===== src/rtl/snitch_icache_pkg.sv =====
// Shared definitions for the icache tag path: entry flag layout and tag controller states.
// A tag entry is {valid, error, tag}; the two flag bits sit directly above the tag field.
package snitch_icache_pkg;

    // Bit offsets of the flags relative to the top of the tag field (bit TAG_WIDTH).
    localparam int unsigned TAG_ERROR_BIT = 0;
    localparam int unsigned TAG_VALID_BIT = 1;

    typedef struct packed {
        logic valid;
        logic error;
    } tag_flags_t;

    typedef enum logic [1:0] {
        TAG_INIT  = 2'd0,
        TAG_RUN   = 2'd1,
        TAG_FLUSH = 2'd2
    } tag_ctrl_state_e;

endpackage


===== src/rtl/snitch_icache_tag_cmp.sv =====
// Per-set tag compare with a lowest-set-first priority encoder.
// Purely combinational; fed by the tag SRAM read data one cycle after a lookup read.
module snitch_icache_tag_cmp
    import snitch_icache_pkg::*;
#(
    parameter int unsigned SET_COUNT = 2,
    parameter int unsigned TAG_WIDTH = 20,
    localparam int unsigned SET_ALIGN = (SET_COUNT > 1) ? $clog2(SET_COUNT) : 1,
    localparam int unsigned ENTRY_W   = TAG_WIDTH + 2
) (
    input  logic [SET_COUNT*ENTRY_W-1:0] rtag_i,
    input  logic [TAG_WIDTH-1:0]         tag_i,
    output logic [SET_COUNT-1:0]         hits_o,
    output logic                         hit_o,
    output logic [SET_ALIGN-1:0]         set_o,
    output logic                         error_o
);

    logic [SET_COUNT-1:0] err_bits;
    tag_flags_t           flags;
    logic [ENTRY_W-1:0]   entry;

    always_comb begin
        hits_o   = '0;
        err_bits = '0;
        flags    = '0;
        entry    = '0;
        set_o    = '0;
        error_o  = 1'b0;
        for (int i = 0; i < int'(SET_COUNT); i++) begin
            entry       = rtag_i[i*ENTRY_W +: ENTRY_W];
            flags       = entry[ENTRY_W-1 -: 2];
            hits_o[i]   = flags.valid && (entry[TAG_WIDTH-1:0] == tag_i);
            err_bits[i] = flags.error;
        end
        // Walk from the top down so the lowest hitting set is the one left standing.
        for (int i = int'(SET_COUNT) - 1; i >= 0; i--) begin
            if (hits_o[i]) begin
                set_o   = SET_ALIGN'(i);
                error_o = err_bits[i];
            end
        end
        hit_o = |hits_o;
    end

endmodule


===== src/rtl/snitch_icache_tag_ctrl.sv =====
// Tag SRAM port owner: post-reset invalidation, flush, refill writes and lookup reads,
// with the hit compare one cycle after the read and a held result on out_* backpressure.
module snitch_icache_tag_ctrl
    import snitch_icache_pkg::*;
#(
    parameter int unsigned SET_COUNT  = 2,
    parameter int unsigned LINE_COUNT = 128,
    parameter int unsigned TAG_WIDTH  = 20,
    localparam int unsigned COUNT_ALIGN = $clog2(LINE_COUNT),
    localparam int unsigned SET_ALIGN   = (SET_COUNT > 1) ? $clog2(SET_COUNT) : 1,
    localparam int unsigned ENTRY_W     = TAG_WIDTH + 2
) (
    input  logic                         clk_i,
    input  logic                         rst_ni,
    input  logic                         flush_valid_i,
    output logic                         flush_ready_o,
    input  logic                         lookup_valid_i,
    output logic                         lookup_ready_o,
    input  logic [COUNT_ALIGN-1:0]       lookup_index_i,
    input  logic [TAG_WIDTH-1:0]         lookup_tag_i,
    output logic                         out_valid_o,
    input  logic                         out_ready_i,
    output logic                         out_hit_o,
    output logic [SET_ALIGN-1:0]         out_set_o,
    output logic                         out_error_o,
    output logic [COUNT_ALIGN-1:0]       out_index_o,
    output logic [TAG_WIDTH-1:0]         out_tag_o,
    input  logic                         write_valid_i,
    output logic                         write_ready_o,
    input  logic [COUNT_ALIGN-1:0]       write_index_i,
    input  logic [SET_ALIGN-1:0]         write_set_i,
    input  logic [TAG_WIDTH-1:0]         write_tag_i,
    input  logic                         write_error_i,
    output logic [SET_COUNT-1:0]         ram_enable_o,
    output logic                         ram_write_o,
    output logic [COUNT_ALIGN-1:0]       ram_addr_o,
    output logic [SET_COUNT*ENTRY_W-1:0] ram_wtag_o,
    input  logic [SET_COUNT*ENTRY_W-1:0] ram_rtag_i
);

    // Handshakes: a transfer happens in a cycle where valid and ready are both high;
    // ready never depends on its own valid, and an offered out_* result stays stable until taken.

    localparam logic [COUNT_ALIGN-1:0] LAST_LINE = COUNT_ALIGN'(LINE_COUNT - 1);

    tag_ctrl_state_e          state_q, state_d;
    logic [COUNT_ALIGN-1:0]   cnt_q, cnt_d;
    logic                     pend_q, pend_d;
    logic                     hold_q, hold_d;
    logic                     hold_hit_q, hold_hit_d;
    logic [SET_ALIGN-1:0]     hold_set_q, hold_set_d;
    logic                     hold_err_q, hold_err_d;
    logic [COUNT_ALIGN-1:0]   idx_q, idx_d;
    logic [TAG_WIDTH-1:0]     tag_q, tag_d;

    logic [SET_COUNT-1:0]     cmp_hits;
    logic                     cmp_hit;
    logic [SET_ALIGN-1:0]     cmp_set;
    logic                     cmp_err;

    snitch_icache_tag_cmp #(
        .SET_COUNT (SET_COUNT),
        .TAG_WIDTH (TAG_WIDTH)
    ) i_tag_cmp (
        .rtag_i  (ram_rtag_i),
        .tag_i   (tag_q),
        .hits_o  (cmp_hits),
        .hit_o   (cmp_hit),
        .set_o   (cmp_set),
        .error_o (cmp_err)
    );

    // The live compare is shown in the cycle after the read; later cycles show the held copy.
    assign out_valid_o = pend_q | hold_q;
    assign out_hit_o   = pend_q ? cmp_hit : hold_hit_q;
    assign out_set_o   = pend_q ? cmp_set : hold_set_q;
    assign out_error_o = pend_q ? cmp_err : hold_err_q;
    assign out_index_o = idx_q;
    assign out_tag_o   = tag_q;

    always_comb begin
        state_d        = state_q;
        cnt_d          = cnt_q;
        pend_d         = 1'b0;
        idx_d          = idx_q;
        tag_d          = tag_q;
        flush_ready_o  = 1'b0;
        write_ready_o  = 1'b0;
        lookup_ready_o = 1'b0;
        ram_enable_o   = '0;
        ram_write_o    = 1'b0;
        ram_addr_o     = '0;
        ram_wtag_o     = '0;
        if (rst_ni) begin
            unique case (state_q)
                TAG_INIT, TAG_FLUSH: begin
                    ram_enable_o = '1;
                    ram_write_o  = 1'b1;
                    ram_addr_o   = cnt_q;
                    cnt_d        = cnt_q + 1'b1;
                    if (cnt_q == LAST_LINE) begin
                        state_d = TAG_RUN;
                        cnt_d   = '0;
                    end
                end
                TAG_RUN: begin
                    flush_ready_o  = !out_valid_o;
                    write_ready_o  = !flush_valid_i;
                    lookup_ready_o = !flush_valid_i && !write_valid_i
                                     && (!out_valid_o || out_ready_i);
                    if (flush_valid_i && flush_ready_o) begin
                        state_d = TAG_FLUSH;
                        cnt_d   = '0;
                    end else if (write_valid_i && write_ready_o) begin
                        ram_enable_o = SET_COUNT'(1) << write_set_i;
                        ram_write_o  = 1'b1;
                        ram_addr_o   = write_index_i;
                        ram_wtag_o   = {SET_COUNT{1'b1, write_error_i, write_tag_i}};
                    end else if (lookup_valid_i && lookup_ready_o) begin
                        ram_enable_o = '1;
                        ram_addr_o   = lookup_index_i;
                        pend_d       = 1'b1;
                        idx_d        = lookup_index_i;
                        tag_d        = lookup_tag_i;
                    end
                end
                default: state_d = TAG_INIT;
            endcase
        end
    end

    always_comb begin
        hold_d     = hold_q;
        hold_hit_d = hold_hit_q;
        hold_set_d = hold_set_q;
        hold_err_d = hold_err_q;
        if (pend_q && !out_ready_i) begin
            hold_d     = 1'b1;
            hold_hit_d = cmp_hit;
            hold_set_d = cmp_set;
            hold_err_d = cmp_err;
        end else if (out_ready_i) begin
            hold_d = 1'b0;
        end
    end

    always_ff @(posedge clk_i) begin
        if (!rst_ni) begin
            state_q    <= TAG_INIT;
            cnt_q      <= '0;
            pend_q     <= 1'b0;
            hold_q     <= 1'b0;
            hold_hit_q <= 1'b0;
            hold_set_q <= '0;
            hold_err_q <= 1'b0;
            idx_q      <= '0;
            tag_q      <= '0;
        end else begin
            state_q    <= state_d;
            cnt_q      <= cnt_d;
            pend_q     <= pend_d;
            hold_q     <= hold_d;
            hold_hit_q <= hold_hit_d;
            hold_set_q <= hold_set_d;
            hold_err_q <= hold_err_d;
            idx_q      <= idx_d;
            tag_q      <= tag_d;
        end
    end

    // At most one set may hold a given tag at a given index.
    a_single_hit: assert property (@(posedge clk_i) disable iff (!rst_ni)
        pend_q |-> $onehot0(cmp_hits));

endmodule


===== config.mk =====
export PLATFORM = sky130hd
export DESIGN_NAME = snitch_icache_tag_ctrl
export DESIGN_NICKNAME = d
export VERILOG_FILES = /design/src/rtl/snitch_icache_pkg.sv /design/src/rtl/snitch_icache_tag_cmp.sv /design/src/rtl/snitch_icache_tag_ctrl.sv
export SDC_FILE = /design/constraint.sdc
export NUM_CORES = 1
export LEC_CHECK = 0
export CAP_MARGIN = 30
export CORE_UTILIZATION = 38
export DETAILED_ROUTE_END_ITERATION = 12
export PLACE_DENSITY = 0.91
export SKIP_CTS_REPAIR_TIMING = 1
export SLEW_MARGIN = 20
export SYNTH_ARGS = -nofsm -noshare
export SYNTH_HDL_FRONTEND = slang
export SYNTH_HIERARCHICAL = 1
export SYNTH_SLANG_ARGS = --single-unit

===== constraint.sdc =====
create_clock -name clk_i -period 4.6 [get_ports clk_i]
set_clock_uncertainty 0.15 [all_clocks]
set_input_delay 0.92 -clock clk_i [delete_from_list [all_inputs] [get_ports clk_i]]
set_output_delay 0.92 -clock clk_i [all_outputs]
set_load 0.02 [all_outputs]

==> flow_metrics.tcl <==
set metrics [dict create \
    dp_hpwl_um 7200 \
    fin_nets 602 \
    layout-drive-gt1-share_pct 4.64 \
    clk_pin_slew_worst_paths_ps 70 \
    place_area_mm2 0.00445 \
    vias 2973 \
    crit_type "input pin to output pin" \
    synth_fp_nets 441 \
    max_slew.worst_pin.slew_ps 701 \
    gp_congestion 0.835 \
    multi_input_area_mm2 0.00155 \
    fp.dieH_um 85.7 \
    setup_tns_ps 0 \
    die_x_um 85.7 \
    htreeDepth 2 \
    grt_pass1_vias 2734 \
    whs_path_depth 2 \
    drtPass1Iterations 5 \
    fmax_mhz 231 \
    clk_path_buf_depth 2 \
    rows 30 \
    cts_sinks 41 \
    wl_per_cell_um 15.1 \
    ioPinCount 194 \
    grt_pass1_wl_um 13400 \
    synth.avg_cell_area_um2 7.96 \
    hold_end "out_index_o[0]" \
    postLayoutCellArea_mm2 0.00457 \
    n_fill_cell 538 \
    cts_tree "built" \
    finalCritPeriodShare_pct 94.1 \
    design.core.area_mm2 0.00679 \
    reg2reg_depth 7 \
    via_per_inst 5.02 \
    finalHoldViolations 0 \
    synth_area_mm2 0.00266 \
    insertion_delay_ps 290 \
    yosysWarningCount 6 \
    cp_max_fo 2 \
    ant_nets 0 \
    critPathCaptureType "output pin" \
    startpoint_type "input pin" \
    worst_slack_ps 271 \
    cap_violations 0 \
    slew_violations 0 \
    holdCritPathClass "flop to flop" \
    drt-total-wl_um 8950 \
    rsz0062_at_grt "no" \
    area_growth_pct 72.0 \
    numCtsBuffers 5 \
    portBuffers 193 \
    finalSetupViolCount 0 \
    synth_cells 334 \
    ctsRootBufferMaster "clkbuf_8" \
    diodes 0 \
    fp.dieArea_mm2 0.00734 \
    crit_required_ps 3530 \
    cp.arrival_ps 3260 \
    r2r_setup_slack_ps 2640 \
    drc 0 \
    timing.rr.start "out_tag_o[18]" \
    place_ws_ps 231 \
    drt_iter0_drc 132 \
    post-route-min-period_ps 4330 \
    grt_overflow 0 \
    initial_utilization_pct 39.2 \
    power_density_mw_per_mm2 181 \
    max-slew-margin-rel_pct 53.2 \
    startpoint "ram_rtag_i[40]" \
    seqCellArea_um2 821 \
    ir_drop_mv 0.153 \
    grt_max_degree 55 \
    grt_usage_pct 23.2 \
    holdCritStartpoint "out_index_o[0]" \
    rr_endpoint "hold_err_q" \
    antenna_found_initial 0 \
    leakagePower_nw 1.60 \
    status "complete, no violations" \
]
-- where the power goes --
| part | internal (mW) | switching, mW |
|---|---|---|
| sequential | 0.359 | 0.00661 |
| combinational | 0.110 | 0.0541 |
| clock | 0.176 | 0.124 |
| total | 0.646 | 0.184 |
-- cell type report --
type,count,area share (%)
timing repair buffer,194,42.3
inverter,9,0.739
clock buffer,6,1.81
sequential,41,17.9
clock inverter,2,0.821
multi-input combinational,244,33.8
tap,96,2.63
-- per-layer routing --
metal  up-vias  part of all wire (%)  global-route usage [%]  wire length, um
met3         6                   7.1                    5.58              638
met2       121                    52                    42.5             4610
met5         -                     0                       0                0
met4         0                  0.80                    4.39               72
met1      1382                    41                    27.5             3630
li1       1464                     -                       -                -
-- registers in the layout (all words and copies together) (netlist names) --
name and cells:
hold_hit_q 1, out_index_o 7, hold_q 1, out_tag_o 20, hold_err_q 1, pend_q 1, cnt_q 7, hold_set_q 1
state_q 2
-- per-stage QoR --
step / hold slack, ps / cells / utilization [%] / power, mW
finish: 308 / 592 / 67.3 / 0.830
global route: 340 / 592 / 67.3 / 0.862
CTS: 317 / 592 / 67.3 / 0.833
detailed placement: 306 / 584 / 65.6 / 0.537
global placement: 294 / 584 / 65.6 / 0.534
floorplan: 313 / 334 / - / 0.427
-- layout by cell type, fill, tap and decap left out, types with 2 or more instances in the layout --
cell type	count
a22oi_1	2
mux2i_1	5
o21ai_0	6
a211o_1	2
dfxtp_1	41
nor2b_1	6
nor4_1	6
clkbuf_8	6
nand3_1	33
nor2_1	17
mux2_2	3
o21ai_1	28
and2_1	25
a41oi_1	2
nand2_1	32
nand2b_1	2
clkdlybuf4s50_1	192
nand4_1	9
a31oi_1	4
a222oi_1	8
xor2_1	7
inv_1	9
xnor2_1	31
-- worst max-delay path by stage --
| stage | to | slack (ps) | depth (start not counted) |
|---|---|---|---|
| after detailed placement | out_error_o | 230 | 8 |
| after floorplan | out_error_o | 1470 | 6 |
| after global placement | out_error_o | 290 | 7 |
| after global routing | out_error_o | 130 | 8 |
| final | out_error_o | 270 | 8 |
| after CTS | out_error_o | 230 | 8 |
-- worst max-delay path, cell delays in order --
cell and delay, ps:
clkdlybuf4s50_1 500, xnor2_1 140, nand4_1 130, nor4_1 450
nand4_1 150, mux2i_1 200, mux2_2 180, clkdlybuf4s50_1 590
(Power assumes the default switching activity.)
